`src/rtl/parking_gate_ctrl.sv`:
```
// parking_gate_ctrl: arbitrates entry/exit requests onto one gate sequencer and owns the 8-slot occupancy map.
// Define PARK_STATS_EN to add saturating entry/timeout counters with a synchronous stats clear.
module parking_gate_ctrl #(
    parameter int NUM_SLOTS   = 8,
    parameter int TIMEOUT_CYC = 1000,
    parameter int CLOSE_CYC   = 16,
    parameter int TW          = 10
) (
    input  logic                 i_clk,
    input  logic                 i_rst_n,
    input  logic                 i_entry_req,
    input  logic                 i_exit_req,
    input  logic [2:0]           i_exit_slot,
    input  logic                 i_pass_sensor,
`ifdef PARK_STATS_EN
    input  logic                 i_stats_clr,
    output logic [15:0]          o_total_entries,
    output logic [7:0]           o_total_timeouts,
`endif
    output logic [NUM_SLOTS-1:0] o_occupancy,
    output logic [3:0]           o_car_count,
    output logic                 o_full,
    output logic                 o_entry_gate_open,
    output logic                 o_exit_gate_open,
    output logic [2:0]           o_assigned_slot,
    output logic                 o_assigned_valid,
    output logic                 o_busy,
    output logic                 o_exit_err
);
    typedef enum logic [1:0] {S_IDLE, S_ENTRY_OPEN, S_EXIT_OPEN, S_CLOSING} state_t;

    localparam logic [TW-1:0] TO_LAST = TW'(TIMEOUT_CYC - 1);
    localparam logic [TW-1:0] CL_LAST = TW'(CLOSE_CYC - 1);

    state_t               r_state, w_next;
    logic [TW-1:0]        r_timer, w_timer_next;
    logic [NUM_SLOTS-1:0] r_occ, w_occ_next;
    logic [3:0]           r_count;
    logic                 r_full;
    logic                 r_entry_d, r_exit_d, r_pass_d;
    logic                 r_entry_pend, r_exit_pend;
    logic [2:0]           r_exit_idx, r_exit_cur;
    logic [2:0]           r_slot, w_slot_next, w_free_slot;
    logic                 r_slot_valid, w_slot_valid;
    logic                 r_exit_err, w_exit_err;
    logic                 r_entry_gate, r_exit_gate;
    logic                 w_entry_clr, w_exit_clr;
    logic                 w_entry_rise, w_exit_rise, w_pass_fall;
    logic                 w_open, w_timeout, w_entry_done, w_exit_done;

    assign w_entry_rise = i_entry_req & ~r_entry_d;
    assign w_exit_rise  = i_exit_req & ~r_exit_d;
    assign w_pass_fall  = r_pass_d & ~i_pass_sensor;
    assign w_open       = (r_state == S_ENTRY_OPEN) || (r_state == S_EXIT_OPEN);
    // A pass completing on the timeout cycle wins over the abort.
    assign w_timeout    = w_open & ~w_pass_fall & (r_timer == TO_LAST);
    assign w_entry_done = (r_state == S_ENTRY_OPEN) & w_pass_fall;
    assign w_exit_done  = (r_state == S_EXIT_OPEN) & w_pass_fall;

    always_comb begin
        w_free_slot = '0;
        for (int i = NUM_SLOTS - 1; i >= 0; i--)
            if (!r_occ[i]) w_free_slot = 3'(i);
    end

    always_comb begin
        w_next       = r_state;
        w_timer_next = r_timer + 1'b1;
        w_occ_next   = r_occ;
        w_slot_next  = r_slot;
        w_slot_valid = 1'b0;
        w_exit_err   = 1'b0;
        w_entry_clr  = 1'b0;
        w_exit_clr   = 1'b0;
        case (r_state)
            S_IDLE: begin
                w_timer_next = '0;
                if (r_exit_pend && !r_occ[r_exit_idx]) begin
                    w_exit_err = 1'b1;
                    w_exit_clr = 1'b1;
                end else if (r_exit_pend) begin
                    w_exit_clr = 1'b1;
                    w_next     = S_EXIT_OPEN;
                end else if (r_entry_pend && !r_full) begin
                    w_slot_next  = w_free_slot;
                    w_slot_valid = 1'b1;
                    w_entry_clr  = 1'b1;
                    w_next       = S_ENTRY_OPEN;
                end
            end
            S_ENTRY_OPEN, S_EXIT_OPEN: begin
                if (w_entry_done) w_occ_next[r_slot] = 1'b1;
                if (w_exit_done) w_occ_next[r_exit_cur] = 1'b0;
                if (w_pass_fall || w_timeout) begin
                    w_next       = S_CLOSING;
                    w_timer_next = '0;
                end
            end
            S_CLOSING: begin
                if (r_timer == CL_LAST) begin
                    w_next       = S_IDLE;
                    w_timer_next = '0;
                end
            end
            default: w_next = S_IDLE;
        endcase
    end

    always_ff @(posedge i_clk) begin
        if (!i_rst_n) begin
            r_state      <= S_IDLE;
            r_timer      <= '0;
            r_occ        <= '0;
            r_count      <= '0;
            r_full       <= 1'b0;
            r_entry_d    <= 1'b0;
            r_exit_d     <= 1'b0;
            r_pass_d     <= 1'b0;
            r_entry_pend <= 1'b0;
            r_exit_pend  <= 1'b0;
            r_exit_idx   <= '0;
            r_exit_cur   <= '0;
            r_slot       <= '0;
            r_slot_valid <= 1'b0;
            r_exit_err   <= 1'b0;
            r_entry_gate <= 1'b0;
            r_exit_gate  <= 1'b0;
        end else begin
            r_state      <= w_next;
            r_timer      <= w_timer_next;
            r_occ        <= w_occ_next;
            r_count      <= 4'($countones(r_occ));
            r_full       <= ($countones(r_occ) == NUM_SLOTS);
            r_entry_d    <= i_entry_req;
            r_exit_d     <= i_exit_req;
            r_pass_d     <= i_pass_sensor;
            // An edge arriving while the flag is already pending is absorbed.
            r_entry_pend <= (r_entry_pend & ~w_entry_clr) | (w_entry_rise & ~r_entry_pend);
            r_exit_pend  <= (r_exit_pend & ~w_exit_clr) | (w_exit_rise & ~r_exit_pend);
            if (w_exit_rise && !r_exit_pend) r_exit_idx <= i_exit_slot;
            if (w_exit_clr) r_exit_cur <= r_exit_idx;
            r_slot       <= w_slot_next;
            r_slot_valid <= w_slot_valid;
            r_exit_err   <= w_exit_err;
            r_entry_gate <= (w_next == S_ENTRY_OPEN);
            r_exit_gate  <= (w_next == S_EXIT_OPEN);
        end
    end

`ifdef PARK_STATS_EN
    logic [15:0] r_tot_entries;
    logic [7:0]  r_tot_timeouts;

    always_ff @(posedge i_clk) begin
        if (!i_rst_n || i_stats_clr) begin
            r_tot_entries  <= '0;
            r_tot_timeouts <= '0;
        end else begin
            if (w_entry_done && r_tot_entries != '1) r_tot_entries <= r_tot_entries + 1'b1;
            if (w_timeout && r_tot_timeouts != '1) r_tot_timeouts <= r_tot_timeouts + 1'b1;
        end
    end

    assign o_total_entries  = r_tot_entries;
    assign o_total_timeouts = r_tot_timeouts;
`endif

    assign o_occupancy       = r_occ;
    assign o_car_count       = r_count;
    assign o_full            = r_full;
    assign o_entry_gate_open = r_entry_gate;
    assign o_exit_gate_open  = r_exit_gate;
    assign o_assigned_slot   = r_slot;
    assign o_assigned_valid  = r_slot_valid;
    assign o_busy            = (r_state != S_IDLE);
    assign o_exit_err        = r_exit_err;
endmodule
```
`config.mk`:
```
export PLATFORM = sky130hd
export DESIGN_NAME = parking_gate_ctrl
export DESIGN_NICKNAME = d
export VERILOG_FILES = /design/src/rtl/parking_gate_ctrl.sv
export SDC_FILE = /design/constraint.sdc
export NUM_CORES = 1
export LEC_CHECK = 0
export CAP_MARGIN = 10
export CORE_MARGIN = 1
export CORE_UTILIZATION = 58
export DETAILED_ROUTE_END_ITERATION = 10
export PLACE_DENSITY = 0.84
export SLEW_MARGIN = 20
export SYNTH_ARGS = -nofsm -noshare
export SYNTH_HDL_FRONTEND = slang
export SYNTH_SLANG_ARGS = --single-unit
```
`constraint.sdc`:
```
create_clock -name i_clk -period 5.5 [get_ports i_clk]
set_input_delay 1.375 -clock i_clk [delete_from_list [all_inputs] [get_ports i_clk]]
set_output_delay 1.375 -clock i_clk [all_outputs]
set_load 0.02 [all_outputs]
```
==> results of run 1 <==
-- cell type report --
class	count	area [µm²]	area share, %
clock buffers	8	68.82	2.806
repair buffers	28	280.3	11.43
well taps	46	57.56	2.347
inverters	18	68.82	2.806
flip-flops and latches	43	860.8	35.10
multi-input cells	164	1116	45.51
-- synthesized netlist by cell type (2+ instances only) --
master	number	share of area (%)
nor3_1	4	0.96
ha_1	8	4.8
and4_1	2	0.84
inv_1	17	3.1
a21oi_1	14	3.4
nand3_1	9	2.2
nor4_1	2	0.60
nand2b_1	2	0.60
mux2i_1	5	2.4
clkbuf_1	3	0.54
nand2_1	19	3.4
buf_2	3	0.72
a31oi_1	4	1.2
o21ai_0	7	1.7
fa_1	4	3.8
a21boi_1	5	1.8
dfxtp_1	43	41
and2_1	5	1.5
o31ai_1	2	0.72
o2111ai_1	3	1.3
nor2b_1	10	3.0
and3_1	8	2.4
a22oi_1	2	0.72
a41oi_1	2	0.84
nor2_1	22	4.0
xnor2_1	8	3.4
nor3b_2	2	1.2
-- registers in the layout, summed over array words and instances (netlist names) --
| signal | cells |
|---|---|
| r_exit_d | 1 |
| r_exit_pend | 1 |
| o_full | 1 |
| o_entry_gate_open | 1 |
| r_exit_idx | 3 |
| o_exit_gate_open | 1 |
| r_entry_d | 1 |
| r_state | 2 |
| o_assigned_valid | 1 |
| o_occupancy | 8 |
| o_exit_err | 1 |
| r_entry_pend | 1 |
| o_assigned_slot | 3 |
| r_pass_d | 1 |
| r_exit_cur | 3 |
| r_timer | 10 |
| o_car_count | 4 |
-- metrics by stage --
stage          area (µm²)  hold slack, ps  worst slack (ps)
2_1_floorplan        2083           413.2              2605
3_3_place_gp         2384           421.3              2346
3_5_place_dp         2384           437.3              2308
4_1_cts              2452           454.0              2110
5_1_grt              2452           486.8              1996
6_report             2452           449.5              2099
-- routing by layer --
layer / track usage (%) / part of all wire (%) / vias to the layer above
met2: 34.41 / 44 / 52
met4: 7.619 / 1.4 / 0
met5: 0 / 0 / -
met1: 34.41 / 49 / 775
met3: 7.867 / 5.5 / 7
li1: - / - / 868
-- cell usage in the layout, fill, tap and decap left out, types with 2 or more instances in the layout --
cell             count
nand3_1              9
a22oi_1              2
nand2b_1             2
and3_1               8
ha_1                 8
clkdlybuf4s50_1     28
a31oi_1              4
a41oi_1              2
clkbuf_4             5
nand2_1             19
inv_1               17
o21ai_0              7
xnor2_1              8
nor3b_2              2
o2111ai_1            3
and4_1               2
nor2_1              22
o31ai_1              2
clkbuf_8             2
a21oi_1             14
dfxtp_1             43
and2_1               5
nor2b_1             10
nor3_1               4
fa_1                 4
mux2i_1              5
a21boi_1             5
nor4_1               2
-- critical path, stage by stage, from the launching register on --
cell,delay [ps]
dfxtp_1,440
inv_1,120
ha_1,320
clkinv_2,170
clkdlybuf4s50_1,620
-- power groups by stage --
stage | sequential [µW] | clock (µW) | combinational (µW)
finish | 341 | 172 | 167
global route | 343 | 192 | 187
CTS | 341 | 173 | 166
detailed placement | 348 | 0 | 165
global placement | 347 | 0 | 163
floorplan | 350 | 0 | 115
-- cell families (layout without fill, tap and decap cells) --
kind of cell	Yosys count	in the layout	share of synthesized area (%)
flip-flops	43	43	41.32
AND/OR/NAND/NOR	91	91	23.06
multiplexers	5	5	2.402
buffers and inverters	25	54	5.105
adder cells (fa/ha/maj)	12	12	8.649
AO/OA/AOI/OAI	47	47	15.68
XOR/XNOR	9	9	3.784
-- worst max-delay path by stage --
stage                              start             end  slack [ps]
after CTS                     r_state[0]          o_busy        2110
after global placement           i_rst_n      r_timer[7]        2350
after global routing          r_state[0]          o_busy        2000
after detailed placement         i_rst_n      r_timer[6]        2310
after floorplan           o_occupancy[0]  o_car_count[2]        2610
final                         r_state[0]          o_busy        2100
==> metrics.md, run 1 <==
| Metric | Value |
|---|---|
| Die X | 61.93 µm |
| First-pass GRT wire length | 6.506 mm |
| Vias in the first global route | 1411 |
| RSZ-0062 raised after global routing | false |
| Yosys warnings | 0 |
| Synthesized cell area | 0.002083 mm² |
| Sequential Power Share | 50.1% |
| Clock power share | 25.3% |
| Largest net degree at the start of global routing | 32 |
| # fillers | 269 |
| Global route overflow | 0 |
| DR WL/cell | 13.43 µm |
| Outcome | completed |
| Setup bufs post-CTS | 0 |
| Worst Skew | 3.970 ps |
| DR vias | 1702 |
| Hold path depth | 1 |
| GP Congestion | 0.8432 |
| Max Cap Viol | 0 |
| Reg2Reg Setup Slack | 2500 ps |
| Combinational Power Share | 24.6% |
| # hold bufs at CTS | 0 |
| All-Layer GR Usage | 24.08% |
| Ys async rst share | 0% |
| Worst Setup End Kind | output port |
| Diodes inserted | 0 |
| DR vias/cell | 5.544 |
| Clk_lat worst skew | 350 ps |
| Distinct cells, synth | 44 |
| Total power | 679.7 µW |
| Final-report hold violation count | 0 |
| Seq/Total Area, Yosys | 41.32% |
| CTS Buffer Depth | 2 |
| Final setup vio count | 0 |
| Critical Path Fanout Max | 9 |
| Lkg Pwr | 0.0009121 µW |
| Synth Flop Type | dfxtp_1 |
| Pre-antenna DRT Iters | 4 |
| Initial antenna violation count | 0 |
| Critical R2R Capture | o_car_count[2] |
| CTS tree | built |
| Synthesized flop and latch total | 43 |
| Layout cells sized above 1 | 4.981% |
| DRC | 0 |
| Detailed Route WL | 4.124 mm |
| Tmin final | 3401 ps |
| CTS Sinks | 43 |
| Switching Power | 212.3 µW |
| Root buf cell | clkbuf_4 |
| Area added between synthesis and finish | 17.72% |
| Num ports | 29 |
| Die ar. | 0.003835 mm² |
| Initial Util | 61.46% |
| CTS Buf Count | 5 |
| Htree depth | 2 |
| CP startpoint kind | flip-flop |
| Min-Delay Startpoint | r_timer[0] |
| 1st-iter DRT viols | 125 |
| CP Data Arrival Time | 2030 ps |
| CTS clk-pin slew, worst paths | 120 ps |
| Cts repair resizes | 0 |
| HPWL Detailed | 3.065 mm |
| Max Freq | 294.1 MHz |
| Slew @ Worst Pin | 845.9 ps |
| Fin cells | 307 |
| Crit path required time | 4120 ps |
| Final period util | 61.83% |
| DRT antenna net count | 0 |
| Total Neg Setup Slack | 0 ps |
| Maximum vdd drop | 202.7 µV |
| Avg Inst Size Synth | 8.980 µm² |
| Core ar. | 0.003390 mm² |
| Switching share of power | 31.23% |
| Post-Syn Instances | 232 |
| Slew HR | 43.43% |
| Pint | 467.4 µW |
| Hold Path Class | flip-flop to flip-flop |
| Placed insts | 299 |
| Final nets | 280 |
| Fin util | 72.35% |
| Hold Path End | r_timer[0] |
| Number of synthesized flops with an enable pin | 0 |
| Final-report max-slew violation count | 0 |
| Pwr per Cell Area | 277.2 mW/mm² |
| Reg2reg path depth | 10 |
| Die H | 61.93 µm |
| Synthesized Nets | 252 |
| Port Buf Inserts | 28 |
| Origin of the critical flop-to-flop path | o_occupancy[0] |
| WS Path Type | flip-flop to output port |
| Row Count | 21 |
Power figures use the tool's default switching activity.
==> run 2, diff against run 1 <==
- CORE_UTILIZATION: 58 -> 54
- PLACE_DENSITY: 0.84 -> 0.79
- clock period: 5.5 -> 3.2 ns (I/O delays scaled with it)
==> run 2 against run 1 <==
Final cell count up 0.33%. Routed wire length up 3.6%. Core utilization decreased by 5.5 points. Power up 73%. Largest cell class unchanged.
==> metrics.md, run 2 (same netlist as run 1, synthesis figures left out) <==
| Metric | Value |
|---|---|
| Switching Power | 358.0 µW (+69%) |
| Layout cells sized above 1 | 4.615% (-0.37 points) |
| Slew HR | 67.30% (+24 points) |
| Worst Skew | 3.349 ps (-0.6210 ps) |
| Largest net degree at the start of global routing | 18 (-44%) |
| Pint | 819.3 µW (+75%) |
| Final-report hold violation count | 0 (unchanged) |
| Die X | 64.11 µm (+3.5%) |
| Global route overflow | 0 (unchanged) |
| DR WL/cell | 13.87 µm (+3.3%) |
| Final nets | 281 (+0.36%) |
| Critical Path Fanout Max | 6 (-3) |
| Area added between synthesis and finish | 18.38% |
| Largest Register | r_timer |
| Most common cell after layout, fill and taps aside | dfxtp_1 |
| CTS Sinks | 43 (unchanged) |
| Die H | 64.11 µm (+3.5%) |
| GP Congestion | 0.8194 (-2.8%) |
| # hold bufs at CTS | 0 (unchanged) |
| Initial antenna violation count | 0 (unchanged) |
| CTS Buffer Depth | 2 (unchanged) |
| Total Neg Setup Slack | 0 ps (unchanged) |
| WS Path Type | flip-flop to flip-flop |
| Crit path required time | 3390 ps (-730 ps) |
| DRT antenna net count | 0 (unchanged) |
| RSZ-0062 raised after global routing | false |
| CTS clk-pin slew, worst paths | 70 ps (-50 ps) |
| First-pass GRT wire length | 7.383 mm (+13%) |
| CTS tree | built |
| CP startpoint kind | flip-flop |
| DR vias | 1728 (+1.5%) |
| Combinational Power Share | 24.2% (-0.4 points) |
| Hold Path Class | flip-flop to flip-flop |
| Max Cap Viol | 0 (unchanged) |
| Switching share of power | 30.41% (-0.83 points) |
| Max Freq | 334.6 MHz |
| Clk_lat worst skew | 290 ps (-60 ps) |
| DRC | 0 (unchanged) |
| Diodes inserted | 0 (unchanged) |
| Pwr per Cell Area | 477.4 mW/mm² (+72%) |
| Commonest cells after routing, fill and taps aside | 43 x dfxtp_1, 28 x clkdlybuf4s50_1, 22 x nor2_1 |
| Setup bufs post-CTS | 0 (unchanged) |
| Cts repair resizes | 0 (unchanged) |
| CTS Buf Count | 5 (unchanged) |
| Detailed Route WL | 4.273 mm (+3.6%) |
| Final period util | 93.40% |
| Num ports | 29 (unchanged) |
| Initial Util | 56.48% (-5.0 points) |
| Hold Slack | 446.6 ps (-2.917 ps) |
| Final setup vio count | 0 (unchanged) |
| Pre-antenna DRT Iters | 4 (unchanged) |
| Die ar. | 0.004110 mm² (+7.2%) |
| Root buf cell | clkbuf_8 |
| CP Data Arrival Time | 3170 ps (+1140 ps) |
| Row Count | 22 (+4.8%) |
| HPWL Detailed | 3.217 mm (+4.9%) |
| DR vias/cell | 5.610 (+1.2%) |
| Lkg Pwr | 0.0009154 µW (+0.37%) |
| Core ar. | 0.003689 mm² (+8.8%) |
| Outcome | completed |
| Sequential Power Share | 49.7% (-0.4 points) |
| Slew @ Worst Pin | 488.9 ps (-357.0 ps) |
| Worst Setup End Kind | flip-flop |
| All-Layer GR Usage | 23.87% (-0.21 points) |
| Final-report max-slew violation count | 0 (unchanged) |
| Maximum vdd drop | 386.0 µV (+90%) |
| Largest register FFs | 10 (unchanged) |
| Clock power share | 26.1% (+0.8 points) |
| 1st-iter DRT viols | 113 (-9.6%) |
| Htree depth | 2 (unchanged) |
| Port Buf Inserts | 28 (unchanged) |
| Vias in the first global route | 1620 (+15%) |
| Tmin final | 2989 ps |
==> run 2: critical path, stage by stage, from the launching register on <==
cell     delay, ps
dfxtp_1        380
fa_1           550
inv_1           50
fa_1           510
fa_1           430
inv_1           70
ha_1           160
inv_1           50
fa_1           400
xnor2_1        140
and2_1         150
==> run 2: stage by stage <==
stage | std cells | power (µW) | util (%) | worst slack (ps) | area, µm²
after floorplan | 232 | 799.1 | - | 305.0 | 2083
after global placement | 302 | 877.8 | 64.89 | 344.4 | 2394
after detailed placement | 302 | 878.8 | 64.89 | 203.9 | 2394
after CTS | 308 | 1186 | 66.86 | 208.3 | 2466
after global routing | 308 | 1249 | 66.86 | 79.86 | 2466
final | 308 | 1177 | 66.86 | 211.2 | 2466
==> run 2: power by group through the flow <==
stage | clock, µW | combinational [µW] | sequential (µW)
finish | 308 | 284 | 585
global route | 344 | 316 | 589
CTS | 317 | 284 | 585
detailed placement | 0 | 282 | 597
global placement | 0 | 281 | 597
floorplan | 0 | 198 | 601
==> run 2: worst paths after layout <==
kind                                      from        endpoint  slack [ps]  cells past startpoint
worst max-delay path            o_occupancy[0]  o_car_count[2]         210                     10
worst min-delay path                r_timer[0]      r_timer[0]         450                      1
worst max register to register  o_occupancy[0]  o_car_count[2]         210                     10
worst min register to register      r_timer[0]      r_timer[0]         450                      1
==> run 2: metal layers <==
| metal | global-route usage (%) | wire length (µm) | vias to the layer above |
|---|---|---|---|
| met5 | 0 | 0 | - |
| met4 | 8.889 | 87 | 0 |
| met3 | 8.036 | 227 | 11 |
| met2 | 38.70 | 2007 | 51 |
| met1 | 29.29 | 1951 | 807 |
| li1 | - | - | 859 |
==> run 2: final cells by class <==
| cell class | instances | area (µm²) |
|---|---|---|
| Fill cell | 333 | 1222 |
| Timing Repair Buffer | 29 | 287.8 |
| Sequential cell | 43 | 860.8 |
| Inverter | 18 | 68.82 |
| Tap cell | 48 | 60.06 |
| Multi-Input combinational cell | 164 | 1116 |
| Clock buffer | 6 | 72.57 |
==> run 3, diff against run 2 <==
- CTS_CLUSTER_DIAMETER: default -> 30
- TNS_END_PERCENT: default -> 30
==> results of run 3 <==
The final DEF is identical to that of run 2; final timing and power are the same.
